File: src/rtl/uart_cmd_ctrl.sv
// uart_cmd_ctrl: parses UART RX byte frames into register-file write/read
// commands and returns read data to the UART transmitter.
//   write frame: CMD_WR, addr, data      read frame: CMD_RD, addr
// Optional feature macro: UART_CMD_ERR_RESP_EN (every CMD_ERR also sends 8'hEE on TX).
module uart_cmd_ctrl #(
  parameter int unsigned           DATA_WIDTH     = 8,
  parameter int unsigned           ADDR_WIDTH     = 4,
  parameter logic [DATA_WIDTH-1:0] CMD_WR         = 8'hAA,
  parameter logic [DATA_WIDTH-1:0] CMD_RD         = 8'hBB,
  parameter int unsigned           TIMEOUT_CYCLES = 1024
) (
  input  logic                  clk,
  input  logic                  rst,
  input  logic [DATA_WIDTH-1:0] RX_P_DATA,
  input  logic                  RX_D_VLD,
  input  logic                  TX_BUSY,
  output logic [DATA_WIDTH-1:0] TX_P_DATA,
  output logic                  TX_D_VLD,
  output logic [ADDR_WIDTH-1:0] RF_ADDR,
  output logic                  RF_WR_EN,
  output logic [DATA_WIDTH-1:0] RF_WR_DATA,
  output logic                  RF_RD_EN,
  input  logic [DATA_WIDTH-1:0] RF_RD_DATA,
  input  logic                  RF_RD_VLD,
  output logic                  CMD_ERR
);

  localparam int unsigned      CNT_W    = (TIMEOUT_CYCLES > 1) ? $clog2(TIMEOUT_CYCLES) : 1;
  localparam logic [CNT_W-1:0] CNT_LAST = CNT_W'(TIMEOUT_CYCLES - 1);
`ifdef UART_CMD_ERR_RESP_EN
  localparam logic [DATA_WIDTH-1:0] ERR_BYTE = DATA_WIDTH'(8'hEE);
`endif

  typedef enum logic [2:0] {
    S_IDLE,
    S_WR_ADDR,
    S_WR_DATA,
    S_RD_ADDR,
    S_RD_WAIT,
    S_TX_REQ
  } state_t;

  state_t                  state_q,      state_d;
  logic                    rx_vld_q,     rx_vld_d;
  logic [CNT_W-1:0]        cnt_q,        cnt_d;
  logic [ADDR_WIDTH-1:0]   addr_q,       addr_d;
  logic                    seen_low_q,   seen_low_d;
  logic [DATA_WIDTH-1:0]   tx_data_q,    tx_data_d;
  logic                    tx_vld_q,     tx_vld_d;
  logic [ADDR_WIDTH-1:0]   rf_addr_q,    rf_addr_d;
  logic                    rf_wr_en_q,   rf_wr_en_d;
  logic [DATA_WIDTH-1:0]   rf_wr_data_q, rf_wr_data_d;
  logic                    rf_rd_en_q,   rf_rd_en_d;
  logic                    cmd_err_q,    cmd_err_d;

  logic byte_acc;
  logic timed;
  logic timeout;
  logic abort;

  // Next-state, timeout counter and registered-output computation
  always_comb begin
    state_d      = state_q;
    rx_vld_d     = RX_D_VLD;
    cnt_d        = cnt_q;
    addr_d       = addr_q;
    seen_low_d   = seen_low_q;
    tx_data_d    = tx_data_q;
    tx_vld_d     = tx_vld_q;
    rf_addr_d    = rf_addr_q;
    rf_wr_data_d = rf_wr_data_q;
    rf_wr_en_d   = 1'b0;
    rf_rd_en_d   = 1'b0;
    cmd_err_d    = 1'b0;
    abort        = 1'b0;
    timeout      = 1'b0;

    byte_acc = RX_D_VLD & ~rx_vld_q;
    timed    = (state_q == S_WR_ADDR) || (state_q == S_WR_DATA) ||
               (state_q == S_RD_ADDR) || (state_q == S_RD_WAIT);

    // Counter rests at zero outside the timed states, so entry to a timed
    // state always starts from zero; an accepted byte beats a timeout.
    if (!timed || byte_acc) begin
      cnt_d = '0;
    end else if (cnt_q == CNT_LAST) begin
      timeout = 1'b1;
      cnt_d   = '0;
    end else begin
      cnt_d = cnt_q + CNT_W'(1);
    end

    case (state_q)
      S_IDLE: begin
        if (byte_acc) begin
          if (RX_P_DATA == CMD_WR) begin
            state_d = S_WR_ADDR;
          end else if (RX_P_DATA == CMD_RD) begin
            state_d = S_RD_ADDR;
          end else begin
            abort = 1'b1;
          end
        end
      end
      S_WR_ADDR: begin
        if (byte_acc) begin
          addr_d  = RX_P_DATA[ADDR_WIDTH-1:0];
          state_d = S_WR_DATA;
        end else if (timeout) begin
          abort = 1'b1;
        end
      end
      S_WR_DATA: begin
        if (byte_acc) begin
          rf_wr_en_d   = 1'b1;
          rf_addr_d    = addr_q;
          rf_wr_data_d = RX_P_DATA;
          state_d      = S_IDLE;
        end else if (timeout) begin
          abort = 1'b1;
        end
      end
      S_RD_ADDR: begin
        if (byte_acc) begin
          rf_rd_en_d = 1'b1;
          rf_addr_d  = RX_P_DATA[ADDR_WIDTH-1:0];
          state_d    = S_RD_WAIT;
        end else if (timeout) begin
          abort = 1'b1;
        end
      end
      S_RD_WAIT: begin
        if (RF_RD_VLD) begin
          tx_data_d  = RF_RD_DATA;
          tx_vld_d   = 1'b1;
          seen_low_d = ~TX_BUSY;
          state_d    = S_TX_REQ;
        end else if (timeout) begin
          abort = 1'b1;
        end
      end
      S_TX_REQ: begin
        // A busy level already present at entry is not a handshake; it must
        // drop and rise again before the request is considered taken.
        if (TX_BUSY && seen_low_q) begin
          tx_vld_d = 1'b0;
          state_d  = S_IDLE;
        end else if (!TX_BUSY) begin
          seen_low_d = 1'b1;
        end
      end
      default: state_d = S_IDLE;
    endcase

    if (abort) begin
      cmd_err_d = 1'b1;
`ifdef UART_CMD_ERR_RESP_EN
      tx_data_d  = ERR_BYTE;
      tx_vld_d   = 1'b1;
      seen_low_d = ~TX_BUSY;
      state_d    = S_TX_REQ;
`else
      state_d = S_IDLE;
`endif
    end
  end

  // State and output registers, asynchronous active-low reset
  always_ff @(posedge clk or negedge rst) begin
    if (!rst) begin
      state_q      <= S_IDLE;
      rx_vld_q     <= 1'b0;
      cnt_q        <= '0;
      addr_q       <= '0;
      seen_low_q   <= 1'b0;
      tx_data_q    <= '0;
      tx_vld_q     <= 1'b0;
      rf_addr_q    <= '0;
      rf_wr_en_q   <= 1'b0;
      rf_wr_data_q <= '0;
      rf_rd_en_q   <= 1'b0;
      cmd_err_q    <= 1'b0;
    end else begin
      state_q      <= state_d;
      rx_vld_q     <= rx_vld_d;
      cnt_q        <= cnt_d;
      addr_q       <= addr_d;
      seen_low_q   <= seen_low_d;
      tx_data_q    <= tx_data_d;
      tx_vld_q     <= tx_vld_d;
      rf_addr_q    <= rf_addr_d;
      rf_wr_en_q   <= rf_wr_en_d;
      rf_wr_data_q <= rf_wr_data_d;
      rf_rd_en_q   <= rf_rd_en_d;
      cmd_err_q    <= cmd_err_d;
    end
  end

  assign TX_P_DATA  = tx_data_q;
  assign TX_D_VLD   = tx_vld_q;
  assign RF_ADDR    = rf_addr_q;
  assign RF_WR_EN   = rf_wr_en_q;
  assign RF_WR_DATA = rf_wr_data_q;
  assign RF_RD_EN   = rf_rd_en_q;
  assign CMD_ERR    = cmd_err_q;

endmodule
File: config.mk
export PLATFORM = sky130hd
export DESIGN_NAME = uart_cmd_ctrl
export DESIGN_NICKNAME = d
export VERILOG_FILES = /design/src/rtl/uart_cmd_ctrl.sv
export SDC_FILE = /design/constraint.sdc
export NUM_CORES = 1
export LEC_CHECK = 0
export ABC_AREA = 1
export BUFFER_PORTS_ARGS = -buffer_cell sky130_fd_sc_hd__buf_2
export CAP_MARGIN = 15
export CORE_MARGIN = 1.5
export CORE_UTILIZATION = 51
export CTS_CLUSTER_DIAMETER = 200
export DETAILED_ROUTE_END_ITERATION = 8
export PLACE_DENSITY = 0.76
export SETUP_SLACK_MARGIN = 0.15
export SYNTH_ARGS = -nofsm -noshare
export SYNTH_HDL_FRONTEND = slang
export SYNTH_SLANG_ARGS = --single-unit
export TNS_END_PERCENT = 10
File: constraint.sdc
create_clock -name clk -period 1.8 [get_ports clk]
set_input_delay 0 -clock clk [delete_from_list [all_inputs] [get_ports clk]]
set_output_delay 0 -clock clk [all_outputs]
set_load 0.03 [all_outputs]
==> results by group, run 1 <==
Outcome
  – Outcome: completed

GRT
  – Total global-route track usage: 0.215
  – M3 GR Usage: 0.0590
  – Number of global-route vias before repair: 1,567
  – Antenna violations before repair: 0
  – Gr busiest metal: met2
  – Pin count of the biggest net entering global routing: 24
  – Met2 capacity usage during global routing: 0.352
  – Remaining global-route overflow: 0
  – First-pass GRT wire length: 6840 um
  – Fraction of met1 tracks used by global routing: 0.271

Critical path
  – CP required: 1.99 ns
  – Crit path DAT: between 1.5 and 2 ns
  – Endpoint of the lowest-slack register-to-register path: state_q[2]$_DFFE_PN0P_
  – Count of cells along the worst register-to-register path: 10
  – Maximum fanout along the worst path: 4
  – Source of the worst register-to-register timing path: cnt_q[0]$_DFF_PN0_
  – Category of the critical setup timing path: reg -> reg
  – Nature of the critical path startpoint: flop
  – Reg-to-reg setup timing slack: 0.24 ns
  – Kind of capture point of the worst setup path: flop

Timing
  – Setup repair after global routing missed its margin: no
  – Period utilisation layout: 0.867
  – Total count of max-transition violations in the final report: 0
  – Fmax: 641 MHz
  – Final critical path time including I/O delays and setup: approximately 1.6 ns
  – Min setup slack post-route: 0.239 ns
  – Final hold vios: 0
  – Final Skew: 0.00598 ns
  – Rel. slew slack: 0.656
  – Transition at the pin with the smallest max-transition slack: 0.515 ns
  – Setup TNS Final: 0 ns
  – Final setup violation count: 0

Hold path
  – Number of stages on the worst hold path: 3
  – Hold path startpoint: RX_P_DATA[0]
  – Worst hold path type: in -> reg
  – Hold EP: RF_WR_DATA[0]$_DFFE_PN0P_

Clock tree
  – CTS buffer count: 5
  – Clock tree root driver cell: sky130_fd_sc_hd__clkbuf_8
  – Clock insertion delay at the later pin of the skew report: 0.29 ns
  – CTS sink cnt: 43
  – Maximum clock insertion buffer count: 2
  – Maximum level of the CTS H-tree: 2
  – CTS tree: done
  – Clk slew on worst S/H paths: 0.08 ns

Synthesis
  – Cell count after synthesis: 223
  – Number of library cell types mapped by synthesis: 24
  – Part of the Yosys area used for sequential elements: 0.549
  – Synth Net Count: 245
  – Most frequently used flop master after synthesis: sky130_fd_sc_hd__dfrtp_1
  – Avg Cell Area, Syn: 8.79 um^2
  – Count of flip-flops with a built-in enable after synthesis: 0
  – Mapped cell area: 1960 um^2
  – Number of warnings reported in the yosys synthesis log: 0
  – Number of storage elements in the synthesis netlist: 43
  – Share of flip-flops with an asynchronous set or reset after synthesis: 1.00

Routing
  – Total wirelength of the detailed-routed design: ~4100 um
  – Routed via count divided by cell count: about 4.8
  – DRC violation count after routing: 0
  – Vias: 1,644
  – Starting DRC count in detailed routing: 125
  – DR pass1 iterations: 4
  – Detailed-route wire length per cell: 12.0 um
  – Final antenna-violating net count: 0

Cells and area
  – Fraction of the core area covered by cells at the end of the flow: 0.698
  – Total number of nets in the final design: roughly 310
  – Inserted Diodes: 0
  – Non-filler instance count after layout: 339
  – Fraction of layout instances using a drive strength above 1: 0.299
  – Filler cell count: between 200 and 300
  – Layout area overhead: 31.3%

Placement
  – Post-place setup slack: between 0.2 and 0.25 ns
  – Placed cells: 314
  – Final weighted congestion of routability-driven global placement: 0.845
  – Count of buffers from port buffering: 44
  – Dpl hpwl: 2810 um

Power
  – Pleak: 1.31 nW
  – Pwr Density: 1560 nW/um^2
  – Peak supply drop: 0.000804 V
  – Total Power Consumption: 4.01 mW

Floorplanning
  – # rows: 22
  – Die extent in x: 65.0 um
  – Std-Cell Core Area: 3690 um^2
  – Initial core utilization: 0.532
  – Overall die area: around 4200 um^2
  – Io pins: 45
  – Die Span Y: approximately 65 um

Flow run
  – Max Cap Violations: 0
==> layer usage <==
layer | share of wire | vias up | wire [um]
li1 | - | 842 | -
met1 | 0.45 | 752 | 1810
met4 | 0.022 | 0 | 90
met5 | 0 | - | 0
met2 | 0.49 | 40 | 1990
met3 | 0.043 | 10 | 175
==> synthesized netlist by cell type, types with 3 or more instances <==
cell,count,area (um^2)
sky130_fd_sc_hd__nand2_1,69,259
sky130_fd_sc_hd__dfrtp_1,43,1080
sky130_fd_sc_hd__nor2_1,26,97.6
sky130_fd_sc_hd__inv_1,15,56.3
sky130_fd_sc_hd__nand3_1,12,60.1
sky130_fd_sc_hd__o21ai_0,9,45.0
sky130_fd_sc_hd__inv_2,7,26.3
sky130_fd_sc_hd__o21ai_1,7,35.0
sky130_fd_sc_hd__nand2_2,4,25.0
sky130_fd_sc_hd__nand3_2,4,40.0
sky130_fd_sc_hd__nor2_4,4,45.0
sky130_fd_sc_hd__o221a_2,3,33.8
sky130_fd_sc_hd__xor2_1,3,26.3
==> power by group <==
group          switching, mW  internal, mW  total (mW)
combinational           1.18         0.566        1.75
clock                  0.306         0.406       0.713
sequential             0.230          1.32        1.55
==> worst max path at each step <==
stage | slack [ns] | from | to | cells past startpoint
6_report | 0.24 | cnt_q[0]$_DFF_PN0_ | state_q[2]$_DFFE_PN0P_ | 10
5_1_grt | 0.12 | cnt_q[0]$_DFF_PN0_ | state_q[0]$_DFFE_PN0P_ | 10
3_5_place_dp | 0.21 | cnt_q[0]$_DFF_PN0_ | state_q[0]$_DFFE_PN0P_ | 10
4_1_cts | 0.18 | cnt_q[0]$_DFF_PN0_ | state_q[0]$_DFFE_PN0P_ | 10
3_3_place_gp | 0.29 | cnt_q[0]$_DFF_PN0_ | state_q[2]$_DFFE_PN0P_ | 10
2_1_floorplan | 0.38 | cnt_q[0]$_DFF_PN0_ | state_q[0]$_DFFE_PN0P_ | 10
==> final cells by class <==
type | instances | area [um^2] | area share
Multi-Input combinational cell | 156 | 840 | 0.326
Timing Repair Buffer | 63 | 413 | 0.160
Clock inverter | 1 | 30.0 | 0.0117
Tap cell | 48 | 60.1 | 0.0233
Sequential cell | 43 | 1080 | 0.418
Inverter | 22 | 82.6 | 0.0321
Clock buffer | 6 | 72.6 | 0.0282
==> cells in the final DEF (no fill, tap or decap), types with 2 or more instances in the layout <==
cell and count:
sky130_fd_sc_hd__clkbuf_8 5, sky130_fd_sc_hd__nand4_1 2, sky130_fd_sc_hd__buf_4 3, sky130_fd_sc_hd__nand2_2 5, sky130_fd_sc_hd__nor2_1 26, sky130_fd_sc_hd__o21ai_0 9, sky130_fd_sc_hd__nand3_4 3, sky130_fd_sc_hd__nand3_1 12
sky130_fd_sc_hd__xor2_1 3, sky130_fd_sc_hd__dfrtp_1 42, sky130_fd_sc_hd__inv_1 15, sky130_fd_sc_hd__buf_2 44, sky130_fd_sc_hd__o221a_2 3, sky130_fd_sc_hd__xnor2_1 2, sky130_fd_sc_hd__dlygate4sd3_1 15, sky130_fd_sc_hd__nand2_4 4
sky130_fd_sc_hd__a21oi_1 2, sky130_fd_sc_hd__nor2_4 5, sky130_fd_sc_hd__nand2_1 66, sky130_fd_sc_hd__inv_2 7, sky130_fd_sc_hd__o21ai_1 7
==> worst max-delay path, cell delays in order (launching register included) <==
cell	delay [ns]
sky130_fd_sc_hd__dfrtp_1	0.36
sky130_fd_sc_hd__ha_2	0.19
sky130_fd_sc_hd__nand2_2	0.07
sky130_fd_sc_hd__nor2_4	0.14
sky130_fd_sc_hd__nand2_2	0.09
sky130_fd_sc_hd__nor2_4	0.15
sky130_fd_sc_hd__nand3_4	0.13
sky130_fd_sc_hd__nand3_4	0.14
sky130_fd_sc_hd__nand2_4	0.06
sky130_fd_sc_hd__nand2_1	0.07
sky130_fd_sc_hd__nand2_1	0.06
==> metrics by stage <==
| stage | cell area (um^2) | hold slack [ns] |
|---|---|---|
| final | 2570 | 0.00907 |
| after global routing | 2570 | 0.0295 |
| after CTS | 2500 | 0.00812 |
| after detailed placement | 2250 | -0.00155 |
| after global placement | 2250 | -0.00431 |
| after floorplan | 1960 | -0.296 |
==> repair_timing <==
action / 4_1_cts / 5_1_grt
hold endpoints to repair: 36 / 0
hold buffers: 15 / 0
buffers inserted: 0 / 3
resized for setup: 0 / 11
setup endpoints to repair: 0 / 3
==> state kept, by name (all words and copies together), names as in the netlist <==
signal      cells
CMD_ERR         1
RF_ADDR         4
RF_RD_EN        1
RF_WR_DATA      8
RF_WR_EN        1
TX_D_VLD        1
TX_P_DATA       8
addr_q          4
cnt_q          10
rx_vld_q        1
seen_low_q      1
state_q         3
==> logic make-up (layout without fill, tap and decap cells) <==
kind of cell               after synthesis  count (layout)  share of synthesized area
and+or+nand+nor                        129             129                      0.312
AOI/OAI and AO/OA                       21              21                     0.0632
adders and majority gates                1               1                    0.00638
buffers and inverters                   24              92                     0.0472
xor gates and xnor gates                 5               5                     0.0223
DFF                                     43              43                      0.549
(Power assumes the default switching activity.)
==> inputs of run 2 (changes only) <==
CORE_UTILIZATION = 48   (was 51)
PLACE_DENSITY = 0.75   (was 0.76)
clock period = 1.4 ns   (was 1.8 ns; I/O delays follow)
==> run 2 against run 1 <==
The flow now finishes with violations (negative setup slack). Global-route usage grew 1.4 points. Sequential share of layout area shrank 2.3 points. Final area grew 5.7%. Flip-flop and latch count is the same. Critical path depth shrank 2. Combinational power grew 39%. Critical path type unchanged. Critical endpoint unchanged. Largest power group unchanged.
==> results by group, run 2 (synthesized netlist as in run 1, its figures left out) <==
Cells and area
  – Most flops, register: cnt_q
  – Layout area overhead: 38.8%
  – Most common cell after layout, fill and taps aside: sky130_fd_sc_hd__nand2_1
  – Commonest non-fill, non-tap cells in the layout: sky130_fd_sc_hd__nand2_1 (67), sky130_fd_sc_hd__buf_2 (44), sky130_fd_sc_hd__dfrtp_1 (42), sky130_fd_sc_hd__nor2_1 (23), sky130_fd_sc_hd__dlygate4sd3_1 (17)
  – Layout Cell Area excl Fill: 2720 um^2 (+5.7%)
  – Sequential cell area: 1080 um^2 (unchanged)
  – Filler cell count: 309 (+5.8%)
  – Inserted Diodes: 0 (unchanged)
  – Fraction of layout instances using a drive strength above 1: 0.338 (+0.0387)
  – Area taken by multi-input logic gates: 861 um^2 (+2.5%)
  – Largest register FFs: 10 (unchanged)
  – Total number of nets in the final design: 326 (+4.2%)
  – Non-filler instance count after layout: 355 (+4.7%)

Critical path
  – CP required: 1.59 ns (-0.40 ns)
  – Worst-path cell chain: inv_2 -> nand2_4 -> nor2_1 -> nand3_1 -> nand2_1 -> nand3_4 -> nand3_1 -> nand2_1
  – Maximum fanout along the worst path: 4 (unchanged)
  – Launch point of the critical path: state_q[0]$_DFFE_PN0P_
  – Standard cell with the maximum stage delay on the critical path: sky130_fd_sc_hd__dfrtp_1
  – Family with the most delay on the worst path: simple AND/OR/NAND/NOR gates
  – Crit path DAT: 1.68 ns (-0.07 ns)
  – Delay contributed by the slowest stage of the critical path: 0.42 ns (+0.06 ns)
  – Source of the worst register-to-register timing path: state_q[0]$_DFFE_PN0P_
  – Count of buffering cells on the critical path with inverters included: 1 (+1)
  – Category of the critical setup timing path: reg -> reg
  – Kind of capture point of the worst setup path: flop
  – Nature of the critical path startpoint: flop

Timing
  – Rel. slew slack: 0.641 (-0.0152)
  – Final Skew: 0.00493 ns (-0.00105 ns)
  – Setup repair after global routing missed its margin: yes
  – Fmax: 670 MHz (+4.6%)
  – Final hold vios: 0 (unchanged)
  – Final critical path time including I/O delays and setup: 1.49 ns (-0.0684 ns)
  – Final setup violation count: 5 (+5)
  – Min setup slack post-route: -0.0924 ns (-0.332 ns)
  – Transition at the pin with the smallest max-transition slack: 0.538 ns (+0.0229 ns)
  – Period utilisation layout: 1.07 (+0.199)
  – Total count of max-transition violations in the final report: 0 (unchanged)

Routing
  – Starting DRC count in detailed routing: 113 (-9.6%)
  – Total wirelength of the detailed-routed design: 4480 um (+10%)
  – Vias: 1,751 (+6.5%)
  – Final antenna-violating net count: 0 (unchanged)
  – DRC violation count after routing: 0 (unchanged)
  – DR pass1 iterations: 4 (unchanged)
  – Routed via count divided by cell count: 4.93 (+1.7%)
  – Detailed-route wire length per cell: 12.6 um (+5.2%)

Power
  – Sequential power share: 0.355 (-0.032)
  – Pwr Density: 2030 nW/um^2 (+30%)
  – Internal Power: 3.23 mW (+41%)
  – Sw frac: 0.415 (-0.0132)
  – Power share of the clock group: 0.205 (+0.027)
  – Share of total power in combinational logic: 0.440 (+0.005)
  – Peak supply drop: 0.00103 V (+28%)
  – Pleak: 1.37 nW (+4.6%)
  – Net Switching: 2.29 mW (+33%)

Placement
  – Placed cells: 329 (+4.8%)
  – Final weighted congestion of routability-driven global placement: 0.807 (-4.5%)
  – Placed Area: 2340 um^2 (+4.0%)
  – Post-place setup slack: -0.0706 ns (-0.285 ns)
  – Dpl hpwl: 2930 um (+4.0%)
  – Count of buffers from port buffering: 44 (unchanged)

Clock tree
  – Clock insertion delay at the later pin of the skew report: 0.29 ns (about the same)
  – CTS sink cnt: 43 (unchanged)
  – Clock tree root driver cell: sky130_fd_sc_hd__clkbuf_8
  – Clk slew on worst S/H paths: 0.08 ns (about the same)
  – CTS buffer count: 5 (unchanged)
  – Maximum clock insertion buffer count: 2 (unchanged)
  – Maximum level of the CTS H-tree: 2 (unchanged)
  – CTS tree: done

GRT
  – Fraction of met1 tracks used by global routing: 0.275 (+0.00446)
  – M3 GR Usage: 0.0507 (-0.00835)
  – Antenna violations before repair: 0 (unchanged)
  – Total global-route track usage: 0.229 (+0.0143)
  – Gr busiest metal: met2
  – Remaining global-route overflow: 0 (unchanged)
  – Number of global-route vias before repair: 1,745 (+11%)
  – First-pass GRT wire length: 7650 um (+12%)
  – Pin count of the biggest net entering global routing: 44 (+83%)
  – Met2 capacity usage during global routing: 0.400 (+0.0482)

Floorplanning
  – Initial core utilization: 0.494 (-0.0378)
  – Overall die area: 4480 um^2 (+5.9%)
  – Io pins: 45 (unchanged)
  – # rows: 23 (+4.5%)
  – Die extent in x: 66.9 um (+2.9%)
  – Std-Cell Core Area: 3970 um^2 (+7.7%)
  – Die Span Y: 66.9 um (+2.9%)

Flow run
  – Max Cap Violations: 0 (unchanged)

Outcome
  – Failing checks: negative setup slack
  – Outcome: finished with violations

Hold path
  – Hold path startpoint: RX_P_DATA[2]
  – Worst hold path type: in -> reg
==> run 2: path summary, 6_finish.rpt <==
kind	slack [ns]	end	depth (start not counted)
hold reg to reg	0.47	RF_WR_DATA[7]$_DFFE_PN0P_	2
hold / removal	0.02	addr_q[2]$_DFFE_PN0P_	3
min in group asynchronous	0.30	RF_WR_DATA[7]$_DFFE_PN0P_	3
setup / recovery	-0.09	state_q[2]$_DFFE_PN0P_	8
setup reg to reg	-0.09	state_q[2]$_DFFE_PN0P_	8
max in group asynchronous	0.71	state_q[2]$_DFFE_PN0P_	3
==> run 2: final cells by class <==
cell class,instances,share of cell area
clock buffers,6,0.0267
clock inverters,2,0.0221
repair buffers,76,0.185
well taps,50,0.0230
inverters,22,0.0313
flip-flops and latches,43,0.396
multi-input cells,156,0.316
==> run 2: stage by stage <==
step / TNS [ns] / hold WS [ns] / utilization / total power, mW
floorplan: -0.00844 / -0.296 / - / 3.54
global placement: 0 / 0.106 / 0.589 / 4.17
detailed placement: -0.209 / 0.106 / 0.589 / 4.25
CTS: -0.145 / 0.0116 / 0.679 / 5.49
global route: -0.971 / 0.0246 / 0.685 / 5.88
finish: -0.260 / 0.0174 / 0.685 / 5.53
==> run 2: per-layer routing <==
| layer | vias to the layer above | share of wire | wire length [um] |
|---|---|---|---|
| li1 | 868 | - | - |
| met5 | - | 0 | 0 |
| met3 | 7 | 0.030 | 136 |
| met4 | 0 | 0.018 | 81 |
| met2 | 33 | 0.54 | 2410 |
| met1 | 843 | 0.41 | 1860 |
==> run 2: repair_timing <==
item / 4_1_cts / 5_1_grt
pin swaps: 4 / 1
setup buffers: 1 / 0
setup endpoints to repair: 31 / 39
hold buffers: 17 / 0
hold endpoints to repair: 59 / 0
resized for setup: 9 / 7
==> run 2: power by group through the flow <==
stage	combinational [mW]	clock, mW	sequential, mW
after floorplan	0.956	0	2.59
after global placement	2.22	0	1.96
after detailed placement	2.28	0	1.97
after CTS	2.39	1.15	1.95
after global routing	2.67	1.20	2.01
final	2.43	1.13	1.96
==> run 2: tightest hold or removal path, cell delays in order <==
cell,delay (ns)
sky130_fd_sc_hd__buf_2,0.07
sky130_fd_sc_hd__inv_1,0.06
sky130_fd_sc_hd__o21ai_0,0.15
==> inputs of run 3 (changes only) <==
CORE_UTILIZATION = 40   (was 48)
GPL_ROUTABILITY_DRIVEN = 0   (was default)
PLACE_DENSITY = default   (was 0.75)
==> run 3 against run 2 <==
Utilization down 8.9 points. Die area rose by 19%. Non-clock buffer count rose by 7. Sequential share of layout area shrank 1.3 points. Critical endpoint unchanged. Critical path depth rose by 2. Maximum frequency rose by 1.8%. Clock skew barely moved. Register-to-register slack improved by 0.03 ns. The flow still finishes with violations (negative setup slack). Worst setup slack better by 0.026 ns. Cell count up 6.8%.
==> results by group, run 3 (synthesized netlist as in run 1, its figures left out) <==
Outcome
  – Outcome: finished with violations
  – Failing checks: negative setup slack

Hold path
  – Hold EP: addr_q[2]$_DFFE_PN0P_
  – Worst hold path type: in -> reg
  – Hold path startpoint: RX_P_DATA[2]
  – Number of stages on the worst hold path: 3 (unchanged)

Flow run
  – Max Cap Violations: 0 (unchanged)

Critical path
  – Count of cells along the worst register-to-register path: 10 (+2)
  – Category of the critical setup timing path: reg -> reg
  – Kind of capture point of the worst setup path: flop
  – CP required: 1.59 ns (about the same)
  – Reg-to-reg setup timing slack: -0.07 ns (+0.03 ns)
  – Nature of the critical path startpoint: flop
  – Endpoint of the lowest-slack register-to-register path: state_q[2]$_DFFE_PN0P_
  – Delay contributed by the slowest stage of the critical path: 0.36 ns (-0.06 ns)
  – Family with the most delay on the worst path: simple AND/OR/NAND/NOR gates
  – Standard cell with the maximum stage delay on the critical path: sky130_fd_sc_hd__dfrtp_1
  – Maximum fanout along the worst path: 4 (unchanged)
  – Crit path top cell by count: sky130_fd_sc_hd__nand2_2
  – Count of buffering cells on the critical path with inverters included: 0 (-1)
  – Source of the worst register-to-register timing path: cnt_q[1]$_DFF_PN0_
  – Worst-path cell chain: ha_2 -> nand2_2 -> nor2_4 -> nand2_2 -> nor2_4 -> nand3_4 -> nand3_4 -> nand2_2 -> nand2_1 -> nand2_1
  – Crit path DAT: 1.65 ns (-0.03 ns)

Clock tree
  – Clock tree root driver cell: sky130_fd_sc_hd__clkbuf_8
  – Maximum level of the CTS H-tree: 2 (unchanged)
  – Maximum clock insertion buffer count: 2 (unchanged)
  – CTS tree: done
  – Clk slew on worst S/H paths: 0.08 ns (about the same)
  – Clock insertion delay at the later pin of the skew report: 0.29 ns (about the same)
  – CTS sink cnt: 43 (unchanged)
  – CTS buffer count: 5 (unchanged)

Timing
  – Final hold vios: 0 (unchanged)
  – Setup repair after global routing missed its margin: yes
  – Final setup violation count: 8 (+3)
  – Final critical path time including I/O delays and setup: 1.47 ns (-0.0263 ns)
  – Transition at the pin with the smallest max-transition slack: 0.431 ns (-0.107 ns)
  – Fmax: 682 MHz (+1.8%)
  – Min setup slack post-route: -0.0661 ns (+0.0263 ns)
  – Total count of max-transition violations in the final report: 0 (unchanged)
  – Final Skew: 0.00532 ns (+0.000391 ns)
  – Period utilisation layout: 1.05 (-0.0188)
  – Rel. slew slack: 0.712 (+0.0714)

GRT
  – Total global-route track usage: 0.174 (-0.0553)
  – First-pass GRT wire length: 7180 um (-6.1%)
  – Pin count of the biggest net entering global routing: 20 (-55%)
  – Antenna violations before repair: 0 (unchanged)
  – Number of global-route vias before repair: 1,647 (-5.6%)
  – Remaining global-route overflow: 0 (unchanged)

Power
  – Peak supply drop: 0.00105 V (+2.2%)
  – Share of total power in combinational logic: 0.439 (about the same)
  – Net Switching: 2.26 mW (-1.2%)
  – Sequential power share: 0.354 (about the same)
  – Sw frac: 0.410 (-0.00499)
  – Total Power Consumption: 5.52 mW (about the same)
  – Power share of the clock group: 0.207 (+0.002)
  – Pwr Density: 1960 nW/um^2 (-3.3%)
  – Pleak: 1.42 nW (+3.7%)
  – Internal Power: 3.26 mW (+0.83%)

Cells and area
  – Layout Cell Area excl Fill: 2810 um^2 (+3.4%)
  – Non-filler instance count after layout: 379 (+6.8%)
  – Layout area overhead: 43.5%
  – Most common cell after layout, fill and taps aside: sky130_fd_sc_hd__nand2_1
  – Most flops, register: cnt_q
  – Fraction of the core area covered by cells at the end of the flow: 0.596 (-0.0895)
  – Total number of nets in the final design: 333 (+2.1%)
  – Commonest non-fill, non-tap cells in the layout: sky130_fd_sc_hd__nand2_1 (67), sky130_fd_sc_hd__buf_2 (44), sky130_fd_sc_hd__dfrtp_1 (42), sky130_fd_sc_hd__nor2_1 (23)
  – Largest register FFs: 10 (unchanged)
  – Inserted Diodes: 0 (unchanged)
  – Fraction of layout instances using a drive strength above 1: 0.359 (+0.0213)

Floorplanning
  – # rows: 25 (+8.7%)
  – Initial core utilization: 0.415 (-0.0786)
  – Io pins: 45 (unchanged)
  – Std-Cell Core Area: 4720 um^2 (+19%)
  – Overall die area: 5330 um^2 (+19%)
  – Die extent in x: 73.0 um (+9.1%)
  – Die Span Y: 73.0 um (+9.1%)

Placement
  – Count of buffers from port buffering: 44 (unchanged)
  – Dpl hpwl: 3020 um (+3.1%)
  – Placed Area: 2380 um^2 (+1.5%)
  – Placed cells: 348 (+5.8%)

Routing
  – Starting DRC count in detailed routing: 66 (-42%)
  – Detailed-route wire length per cell: 10.9 um (-14%)
  – Routed via count divided by cell count: 4.58 (-7.2%)
  – Final antenna-violating net count: 0 (unchanged)
  – Total wirelength of the detailed-routed design: 4130 um (-7.8%)
  – DRC violation count after routing: 0 (unchanged)
  – Vias: 1,734 (-0.97%)
  – DR pass1 iterations: 4 (unchanged)
run 3: cell type report:
cell class | instances | area [um^2]
well taps | 67 | 83.8
fillers | 417 | 1910
clock buffers | 5 | 68.8
repair buffers | 83 | 569
flip-flops and latches | 43 | 1080
clock inverters | 3 | 67.6
inverters | 22 | 90.1
multi-input cells | 156 | 857
run 3: metrics by stage:
stage	TNS [ns]	hold slack [ns]	setup slack [ns]
final	-0.313	0.0438	-0.0661
after global placement	0	-0.0386	0.00241
after CTS	-0.0936	0.0255	-0.0439
after detailed placement	-0.137	-0.0374	-0.0535
after global routing	-1.24	0.0616	-0.175
after floorplan	-0.00844	-0.296	-0.00443
run 3: worst max-delay path by stage:
stage / start / endpoint / slack, ns / depth (start not counted)
2_1_floorplan: cnt_q[0]$_DFF_PN0_ / state_q[0]$_DFFE_PN0P_ / -0.004 / 10
4_1_cts: cnt_q[1]$_DFF_PN0_ / state_q[2]$_DFFE_PN0P_ / -0.04 / 10
3_5_place_dp: cnt_q[1]$_DFF_PN0_ / state_q[2]$_DFFE_PN0P_ / -0.05 / 10
5_1_grt: cnt_q[1]$_DFF_PN0_ / state_q[2]$_DFFE_PN0P_ / -0.18 / 10
3_3_place_gp: cnt_q[0]$_DFF_PN0_ / state_q[2]$_DFFE_PN0P_ / 0.002 / 10
6_report: cnt_q[1]$_DFF_PN0_ / state_q[2]$_DFFE_PN0P_ / -0.07 / 10
run 3: layer usage:
layer	GRT usage	routed length, um	share of wire
met1	0.219	1950	0.47
met2	0.292	1990	0.48
met3	0.0414	144	0.035
met4	0.0566	46	0.011
met5	0	0	0
run 3: worst reg2reg max path, delay by kind of cell (launching register included):
kind / cells / cell delay [ns]
DFF: 1 / 0.36
and+or+nand+nor: 9 / 0.81
adders and majority gates: 1 / 0.19
run 3: power groups by stage:
stage | Clock [mW] | Combinational (mW) | Sequential [mW]
4_1_cts | 1.18 | 2.40 | 1.96
2_1_floorplan | 0 | 0.956 | 2.59
3_5_place_dp | 0 | 2.27 | 1.98
5_1_grt | 1.21 | 2.67 | 2.01
6_report | 1.15 | 2.42 | 1.96
3_3_place_gp | 0 | 2.25 | 1.96
run 3: what timing repair did:
action	CTS	global route
hold buffers	18	0
pin swaps	7	10
setup endpoints to repair	25	40
hold endpoints to repair	35	0
setup buffers	2	3
gates resized for setup	13	9
